<file path="src/rtl/fir_sample_scheduler.sv">
`default_nettype none
// +----------------------------------------------------------------------------+
// | fir_sample_scheduler: feeds paired FIR filters at a programmable period,   |
// | captures and cross-checks their results.           Revision: 1.0          |
// +----------------------------------------------------------------------------+
module fir_sample_scheduler #(
  parameter int WIDTH      = 16,
  parameter int PERIOD_W   = 8,
  parameter int FIFO_DEPTH = 4,
  parameter int LAT        = 2
) (
  input  logic                       clk,
  input  logic                       rst,
  input  logic                       enable,
  input  logic [PERIOD_W-1:0]        cfg_period,
  input  logic                       err_clr,
  input  logic signed [WIDTH-1:0]    s_data,
  input  logic                       s_valid,
  output logic                       s_ready,
  output logic signed [WIDTH-1:0]    fir_sig,
  output logic                       fir_ready,
  input  logic signed [WIDTH-1:0]    fir_out_a,
  input  logic signed [WIDTH-1:0]    fir_out_b,
  output logic signed [WIDTH-1:0]    m_data,
  output logic                       m_valid,
  output logic                       mismatch,
  output logic [7:0]                 mismatch_cnt,
  output logic [7:0]                 underrun_cnt
);

  localparam int AW       = (FIFO_DEPTH > 1) ? $clog2(FIFO_DEPTH) : 1;
  localparam int CW       = AW + 1;
  localparam int LW       = (LAT > 2) ? $clog2(LAT - 1) : 1;
  localparam int LAT_LAST = (LAT >= 2) ? LAT - 2 : 0;

  localparam logic [1:0] S_IDLE    = 2'd0;
  localparam logic [1:0] S_STROBE  = 2'd1;
  localparam logic [1:0] S_SETTLE  = 2'd2;
  localparam logic [1:0] S_CAPTURE = 2'd3;

  logic [1:0]              state_q, state_d;
  logic [PERIOD_W-1:0]     cnt_q, cnt_d;
  logic [LW-1:0]           lat_cnt_q, lat_cnt_d;
  logic signed [WIDTH-1:0] mem_q [FIFO_DEPTH];
  logic signed [WIDTH-1:0] mem_d [FIFO_DEPTH];
  logic [AW-1:0]           wr_ptr_q, wr_ptr_d, rd_ptr_q, rd_ptr_d;
  logic [CW-1:0]           count_q, count_d;
  logic                    s_ready_q, s_ready_d;
  logic signed [WIDTH-1:0] fir_sig_q, fir_sig_d, m_data_q, m_data_d;
  logic                    m_valid_q, m_valid_d, mismatch_q, mismatch_d;
  logic [7:0]              mismatch_cnt_q, mismatch_cnt_d;
  logic [7:0]              underrun_cnt_q, underrun_cnt_d;

  logic tick, push, pop, empty, full, underrun_evt, neq_evt;

  assign empty = (count_q == '0);
  assign full  = (count_q == CW'(FIFO_DEPTH));
  assign tick  = enable && (cnt_q >= cfg_period);
  assign push  = s_valid && s_ready_q;
  assign pop   = (state_q == S_IDLE) && tick && !empty;
  assign underrun_evt = (state_q == S_IDLE) && tick && empty;
  assign neq_evt      = (state_q == S_CAPTURE) && (fir_out_a != fir_out_b);

  // State register
  always_ff @(posedge clk or posedge rst) begin
    if (rst) state_q <= S_IDLE;
    else     state_q <= state_d;
  end

  // Next-state logic
  always_comb begin
    state_d = state_q;
    unique case (state_q)
      S_IDLE:    if (tick && !empty) state_d = S_STROBE;
      S_STROBE:  state_d = (LAT > 1) ? S_SETTLE : S_CAPTURE;
      S_SETTLE:  if (lat_cnt_q == LW'(LAT_LAST)) state_d = S_CAPTURE;
      S_CAPTURE: state_d = S_IDLE;
      default:   state_d = S_IDLE;
    endcase
  end

  // Output logic
  always_comb begin
    fir_ready = (state_q == S_STROBE);
  end

  always_comb begin
    cnt_d     = enable ? (tick ? '0 : cnt_q + PERIOD_W'(1)) : '0;
    lat_cnt_d = (state_q == S_SETTLE) ? lat_cnt_q + LW'(1) : '0;

    mem_d    = mem_q;
    wr_ptr_d = wr_ptr_q;
    rd_ptr_d = rd_ptr_q;
    if (push) begin
      mem_d[wr_ptr_q] = s_data;
      wr_ptr_d        = wr_ptr_q + AW'(1);
    end
    if (pop) rd_ptr_d = rd_ptr_q + AW'(1);
    unique case ({push, pop})
      2'b10:   count_d = count_q + CW'(1);
      2'b01:   count_d = count_q - CW'(1);
      default: count_d = count_q;
    endcase
    // Registered so that s_ready stays low throughout reset.
    s_ready_d = (count_d != CW'(FIFO_DEPTH));

    fir_sig_d = pop ? mem_q[rd_ptr_q] : fir_sig_q;
    m_valid_d = (state_q == S_CAPTURE);
    m_data_d  = (state_q == S_CAPTURE) ? fir_out_a : m_data_q;

    mismatch_d     = mismatch_q;
    mismatch_cnt_d = mismatch_cnt_q;
    underrun_cnt_d = underrun_cnt_q;
    if (err_clr) begin
      mismatch_d     = 1'b0;
      mismatch_cnt_d = '0;
      underrun_cnt_d = '0;
    end else begin
      if (neq_evt) begin
        mismatch_d = 1'b1;
        if (mismatch_cnt_q != 8'hFF) mismatch_cnt_d = mismatch_cnt_q + 8'd1;
      end
      if (underrun_evt && underrun_cnt_q != 8'hFF)
        underrun_cnt_d = underrun_cnt_q + 8'd1;
    end
  end

  always_ff @(posedge clk or posedge rst) begin
    if (rst) begin
      cnt_q          <= '0;
      lat_cnt_q      <= '0;
      for (int i = 0; i < FIFO_DEPTH; i++) mem_q[i] <= '0;
      wr_ptr_q       <= '0;
      rd_ptr_q       <= '0;
      count_q        <= '0;
      s_ready_q      <= 1'b0;
      fir_sig_q      <= '0;
      m_data_q       <= '0;
      m_valid_q      <= 1'b0;
      mismatch_q     <= 1'b0;
      mismatch_cnt_q <= '0;
      underrun_cnt_q <= '0;
    end else begin
      cnt_q          <= cnt_d;
      lat_cnt_q      <= lat_cnt_d;
      mem_q          <= mem_d;
      wr_ptr_q       <= wr_ptr_d;
      rd_ptr_q       <= rd_ptr_d;
      count_q        <= count_d;
      s_ready_q      <= s_ready_d;
      fir_sig_q      <= fir_sig_d;
      m_data_q       <= m_data_d;
      m_valid_q      <= m_valid_d;
      mismatch_q     <= mismatch_d;
      mismatch_cnt_q <= mismatch_cnt_d;
      underrun_cnt_q <= underrun_cnt_d;
    end
  end

  assign s_ready      = s_ready_q;
  assign fir_sig      = fir_sig_q;
  assign m_data       = m_data_q;
  assign m_valid      = m_valid_q;
  assign mismatch     = mismatch_q;
  assign mismatch_cnt = mismatch_cnt_q;
  assign underrun_cnt = underrun_cnt_q;

endmodule
`default_nettype wire

</file>
<file path="config.mk">
export PLATFORM = sky130hd
export DESIGN_NAME = fir_sample_scheduler
export DESIGN_NICKNAME = d
export VERILOG_FILES = /design/src/rtl/fir_sample_scheduler.sv
export SDC_FILE = /design/constraint.sdc
export NUM_CORES = 1
export LEC_CHECK = 0
export BUFFER_PORTS_ARGS = -buffer_cell sky130_fd_sc_hd__clkbuf_2
export CORE_ASPECT_RATIO = 1.4
export CORE_UTILIZATION = 45
export DETAILED_ROUTE_END_ITERATION = 10
export PLACE_DENSITY = 0.71
export SETUP_SLACK_MARGIN = 0.02
export SLEW_MARGIN = 5
export SYNTH_ARGS = -nofsm -noshare
export SYNTH_HDL_FRONTEND = slang
export SYNTH_SLANG_ARGS = --single-unit
</file>
<file path="constraint.sdc">
create_clock -name clk -period 4.5 [get_ports clk]
set_input_delay 0.45 -clock clk [delete_from_list [all_inputs] [get_ports clk]]
set_output_delay 0.45 -clock clk [all_outputs]
set_load 0.01 [all_outputs]
</file>
==> qor.csv, run 1 <==
metric;value;unit
status;completed;
cp-start-kind;register;
yosysTopAreaCell;dfrtp_1;
worstPathArrival;3.71;ns
io_buffers;112;
die_y;142;µm
vias;4061;
cts_resized;0;
regToRegSetupSlack;1.14;ns
num_antenna_cells;0;
cp-endpoint;s_ready;
grt_start_max_net_pins;69;
period_minus_slack;3.36;ns
drt_iter0_drc;114;
rr_startpoint;cnt_q[0];
synth_area_leaders;dfrtp_1, mux2_2, mux4_2, ha_1, xnor2_1;
antenna_found_initial;0;
rsz0062_at_grt;no;
cts_tree;built;
mostFrequentLayoutCell;dfrtp_1;
route.detailed.wl_per_inst;16.3;µm
maxCapViolCount;0;
fillers;1140;
mostFrequentLayoutCells;dfrtp_1, clkbuf_2, mux2_2;
p_per_area;596;nW/µm²
synthesis.nets;546;
drc_errors;0;
syn_area_per_cell;13.6;µm²
dp_slack;1.00;ns
io_pins;113;
grt_pass1_wl;21.5;mm
cts_made_buffers;17;
grt_pass1_vias;4402;
nets;663;
maxSlewHeadroom;0.314;
worst_slew_pin_slew;1.03;ns
fin_crit_sh;0.747;
maxSlewViolCount;0;
ff2ff_path_depth;14;
path_max_fanout;18;
ys_seq_area_frac;0.530;
clock_latency;0.41;ns
cts-hold-fix-buffers;0;
path_clk_slew;0.06;ns
dieArea;14400;µm²
via_per_inst;5.24;
drt.antenna.violating_nets;0;
cts.path.max_buffers;2;
grt_use_total;0.194;
grt_overflow;0;
startpoint;cnt_q[0];
crit_required;4.84;ns
peakVddDrop;0.000287;V
critical_path_class;reg -> reg;
postCtsSetupRepairBufs;0;
synthCells;463;
routabilityCongestion;0.810;
syn_to_final_growth;21.1;%
cts.sinks;133;
firstDrtPassIters;4;
floorplan.initialDensity;0.464;
yosysUniqueCellTypes;44;
p_leak;3.54;nW
p_total;4.53;mW
totalWireLength;12.6;mm
clock_skew;0.00545;ns
netlist_area;6280;µm²
synth_top_area_frac;0.530;
finalSetupTns;0;ns
fin_ws;1.14;ns
yosys_warnings;0;
post_route_cells_drive_above_1_share;0.467;
worstHoldPathType;in -> async;
synth_seq_cells;133;
hpwl;8.65;mm
setup_viol;0;
h-tree-depth;4;
max_freq;297;MHz
hold_viol_final;0;
rows;50;
core;13500;µm²
die_x;102;µm
r2r_end;s_ready;
worstSetupEndpointType;register;
clockRootBuffer;clkbuf_16;
==> layout make-up <==
cell class / count / area [µm²] / share of cell area
clock buffers: 17 / 425 / 0.0560
inverters: 20 / 77.6 / 0.0102
repair buffers: 117 / 598 / 0.0787
well taps: 182 / 228 / 0.0300
flip-flops and latches: 133 / 3330 / 0.438
clock inverters: 15 / 156 / 0.0206
multi-input cells: 291 / 2780 / 0.366
==> worst min path at each step <==
| stage | start | slack, ns | endpoint | cells past startpoint |
|---|---|---|---|---|
| CTS | rst | 0.24 | mismatch_cnt[7] | 2 |
| detailed placement | lat_cnt_q | 0.42 | lat_cnt_q | 1 |
| finish | rst | 0.21 | mismatch_cnt[7] | 2 |
| global placement | lat_cnt_q | 0.42 | lat_cnt_q | 1 |
| global route | rst | 0.29 | underrun_cnt[1] | 2 |
| floorplan | lat_cnt_q | 0.40 | lat_cnt_q | 1 |
==> critical path: stages (launching register included) <==
cell and delay, ns:
dfrtp_1 0.42, inv_1 0.07, ha_1 0.26, nand2b_1 0.14
a2111o_1 0.41, a21oi_2 0.12, buf_4 0.20, nand3b_2 0.49
inv_1 0.10, ha_1 0.23, inv_1 0.08, fa_1 0.41
o21ai_0 0.24, nor2_1 0.07, nand2_1 0.06
==> routing by layer <==
| metal | global-route usage | vias to the layer above | wire, µm |
|---|---|---|---|
| met3 | 0.0468 | 16 | 384 |
| met1 | 0.228 | 2076 | 5200 |
| met5 | 0 | - | 0 |
| met2 | 0.342 | 66 | 6830 |
| li1 | - | 1903 | - |
| met4 | 0.0707 | 0 | 211 |
==> state kept, by name, summed over array words and instances (netlist names) <==
register	flops
fir_sig	16
rd_ptr_q	2
s_ready	1
mismatch_cnt	8
wr_ptr_q	2
underrun_cnt	8
mismatch	1
m_data	16
cnt_q	8
state_q	2
count_q	3
m_valid	1
lat_cnt_q	1
mem_q	64
==> report_power, final <==
| part | switching (mW) | internal [mW] |
|---|---|---|
| Clock | 0.528 | 0.818 |
| Combinational | 0.539 | 0.756 |
| Sequential | 0.242 | 1.65 |
| Total | 1.31 | 3.22 |
==> cells by family (layout without fill, tap and decap cells) <==
family	Yosys count	in the layout	synth area share
AND/OR/NAND/NOR	89	89	0.0797
XOR/XNOR	28	28	0.0391
AO/OA/AOI/OAI	31	31	0.0343
flip-flops	133	133	0.530
multiplexers	121	121	0.245
adder cells (fa/ha/maj)	22	22	0.0451
buffers and inverters	39	169	0.0261
==> synthesized netlist by cell type <==
cell type	number
xor2_1	7
and2_1	1
ha_1	21
fa_1	1
nor4_1	4
nor2b_1	6
dfrtp_1	133
a2bb2oi_1	1
buf_6	1
or3_2	1
nand3_1	11
a21oi_2	1
nand2b_1	6
nor2_1	17
o21ba_2	1
nand3_2	1
buf_1	3
nand3b_2	1
or3_4	1
o21ai_0	6
a221oi_1	1
buf_2	2
nor4b_1	1
nand4_1	9
or4_1	4
xnor2_1	21
nand2_1	12
buf_4	2
a2111o_1	1
and3_1	7
a311oi_4	1
or3_1	2
mux2i_1	2
mux4_2	16
inv_1	20
o21bai_1	1
mux2_2	103
o31ai_1	4
a21oi_1	13
clkbuf_1	11
and2_2	1
nand4b_1	1
nor3b_1	3
o31a_1	1
==> metrics by stage <==
stage | area [µm²] | hold slack, ns | instances | util
finish | 7600 | 0.205 | 775 | 0.562
global route | 7600 | 0.294 | 775 | 0.562
CTS | 7600 | 0.235 | 775 | 0.562
detailed placement | 7020 | 0.421 | 743 | 0.519
global placement | 7020 | 0.418 | 743 | 0.519
floorplan | 6280 | 0.403 | 463 | -
Note: power is estimated with default switching activity, not from simulation.
==> run 2: changes to the inputs <==
- clock period: 4.5 -> 3.2 ns (I/O delays scaled with it)
==> run 2 against run 1 <==
- wire length grew 0.48%
- register-to-register slack lost 0.74 ns
- clock-buffer cell count grew 5
- core utilization shrank 0.12 points
- critical path depth shrank 1
- worst setup slack lost 0.74 ns
- clock power grew 27%
- final area shrank 0.21%
- clock skew grew 0.0033 ns
- critical endpoint unchanged
==> qor.csv, run 2 (synthesis results as in run 1) <==
metric;value;unit;change
postCtsSetupRepairBufs;0;;unchanged
wl_met2;6.77;mm;-0.81%
mostFrequentLayoutCell;dfrtp_1;;
status;completed;;
hpwl;8.81;mm;+1.8%
regToRegSetupSlack;0.40;ns;-0.74 ns
worstSetupEndpointType;register;;
route.detailed.wl_per_inst;16.3;µm;+0.22%
maxSlewViolCount;0;;unchanged
placed_area;7070;µm²;+0.73%
peakVddDrop;0.000348;V;+21%
cts-hold-fix-buffers;0;;unchanged
maxSlewHeadroom;0.405;;+0.0908
wl_met1;5.21;mm;about the same
rows;50;;unchanged
largest_register;mem_q;;
mostFrequentLayoutCells;dfrtp_1, clkbuf_2, mux2_2;;
nets;668;;+0.75%
firstDrtPassIters;4;;unchanged
hold_viol_final;0;;unchanged
syn_to_final_growth;20.8;%;
h-tree-depth;4;;unchanged
grt_start_max_net_pins;134;;+94%
rsz0062_at_grt;no;;
post_route_cells_drive_above_1_share;0.461;;-0.00584
clockRootBuffer;clkbuf_16;;
critical_path_class;reg -> reg;;
cts_made_buffers;17;;unchanged
routabilityCongestion;0.814;;+0.42%
ff2ff_path_depth;13;;-1
grt_pass1_vias;4373;;-0.66%
floorplan.initialDensity;0.464;;unchanged
via_per_inst;5.25;;+0.23%
worstPathArrival;3.14;ns;-0.57 ns
die_y;142;µm;unchanged
drt.antenna.violating_nets;0;;unchanged
clock_latency;0.40;ns;about the same
cp-start-kind;register;;
largest_reg_flops;64;;unchanged
cts.path.max_buffers;2;;unchanged
antenna_found_initial;1;;+1
setup_viol;0;;unchanged
worstHoldPathType;in -> async;;
io_buffers;112;;unchanged
routed.top_layer;met4;;
cts_tree;built;;
max_freq;357;MHz;+20%
r2r_end;s_ready;;
period_minus_slack;2.80;ns;-0.563 ns
crit_required;3.54;ns;-1.30 ns
wl_met3;389;µm;+1.3%
dp_slack;0.440;ns;-0.560 ns
finalSetupTns;0;ns;unchanged
vias;4081;;+0.49%
io_pins;113;;unchanged
fin_ws;0.401;ns;-0.737 ns
grt_overflow;0;;unchanged
fin_crit_sh;0.875;;+0.128
clock_skew;0.00873;ns;+0.00328 ns
dieArea;14400;µm²;unchanged
cts_resized;0;;unchanged
die_x;102;µm;unchanged
final_area;7580;µm²;-0.21%
grt_pass1_wl;21.1;mm;-2.0%
totalWireLength;12.7;mm;+0.48%
path_max_fanout;6;;-12
drt_iter0_drc;126;;+11%
startpoint;cnt_q[0];;
p_total;6.21;mW;+37%
worst_slew_pin_slew;0.893;ns;-0.133 ns
maxCapViolCount;0;;unchanged
drc_errors;0;;unchanged
grt_use_total;0.191;;-0.00350
rr_startpoint;cnt_q[0];;
cts.sinks;133;;unchanged
p_leak;3.54;nW;about the same
core;13500;µm²;unchanged
path_clk_slew;0.05;ns;about the same
p_per_area;819;nW/µm²;+37%
-- run 2: worst max-delay path: stages (launching register included) --
cell	delay, ns
dfrtp_1	0.43
inv_1	0.07
ha_1	0.26
nand2b_1	0.14
a2111o_1	0.42
a21oi_2	0.15
nand3b_2	0.14
inv_1	0.05
ha_1	0.20
inv_1	0.08
fa_1	0.41
o21ai_0	0.26
nor2_1	0.07
nand2_1	0.07
-- run 2: stage by stage --
step | util | hold slack, ns | cells
6_report | 0.561 | 0.0842 | 777
5_1_grt | 0.561 | 0.170 | 777
4_1_cts | 0.561 | 0.156 | 776
3_5_place_dp | 0.523 | 0.416 | 748
3_3_place_gp | 0.523 | 0.420 | 748
2_1_floorplan | - | 0.403 | 463
-- run 2: metal layers --
metal | vias up | global-route usage
met5 | - | 0
met4 | 0 | 0.0857
met3 | 22 | 0.0443
met2 | 84 | 0.329
met1 | 2079 | 0.224
li1 | 1896 | -
-- run 2: worst max-delay path by stage --
stage | endpoint | slack (ns) | cells past startpoint
after global placement | s_ready | 0.55 | 13
after global routing | s_ready | 0.24 | 13
after CTS | s_ready | 0.41 | 13
after detailed placement | s_ready | 0.44 | 13
final | s_ready | 0.40 | 13
after floorplan | s_ready | 0.24 | 14
-- run 2: power by group --
| group | total [mW] | switching, mW | internal, mW |
|---|---|---|---|
| logic | 1.85 | 0.772 | 1.08 |
| clock network | 1.71 | 0.645 | 1.06 |
| registers | 2.66 | 0.338 | 2.32 |
| total | 6.21 | 1.75 | 4.46 |
-- run 2: area by class of cell --
cell class / instances / area, µm²
Fill cell: 1162 / 5930
Clock inverter: 6 / 57.6
Multi-Input combinational cell: 291 / 2780
Antenna cell: 1 / 2.50
Timing Repair Buffer: 122 / 648
Sequential cell: 133 / 3330
Tap cell: 182 / 228
Clock buffer: 22 / 454
Inverter: 20 / 78.8
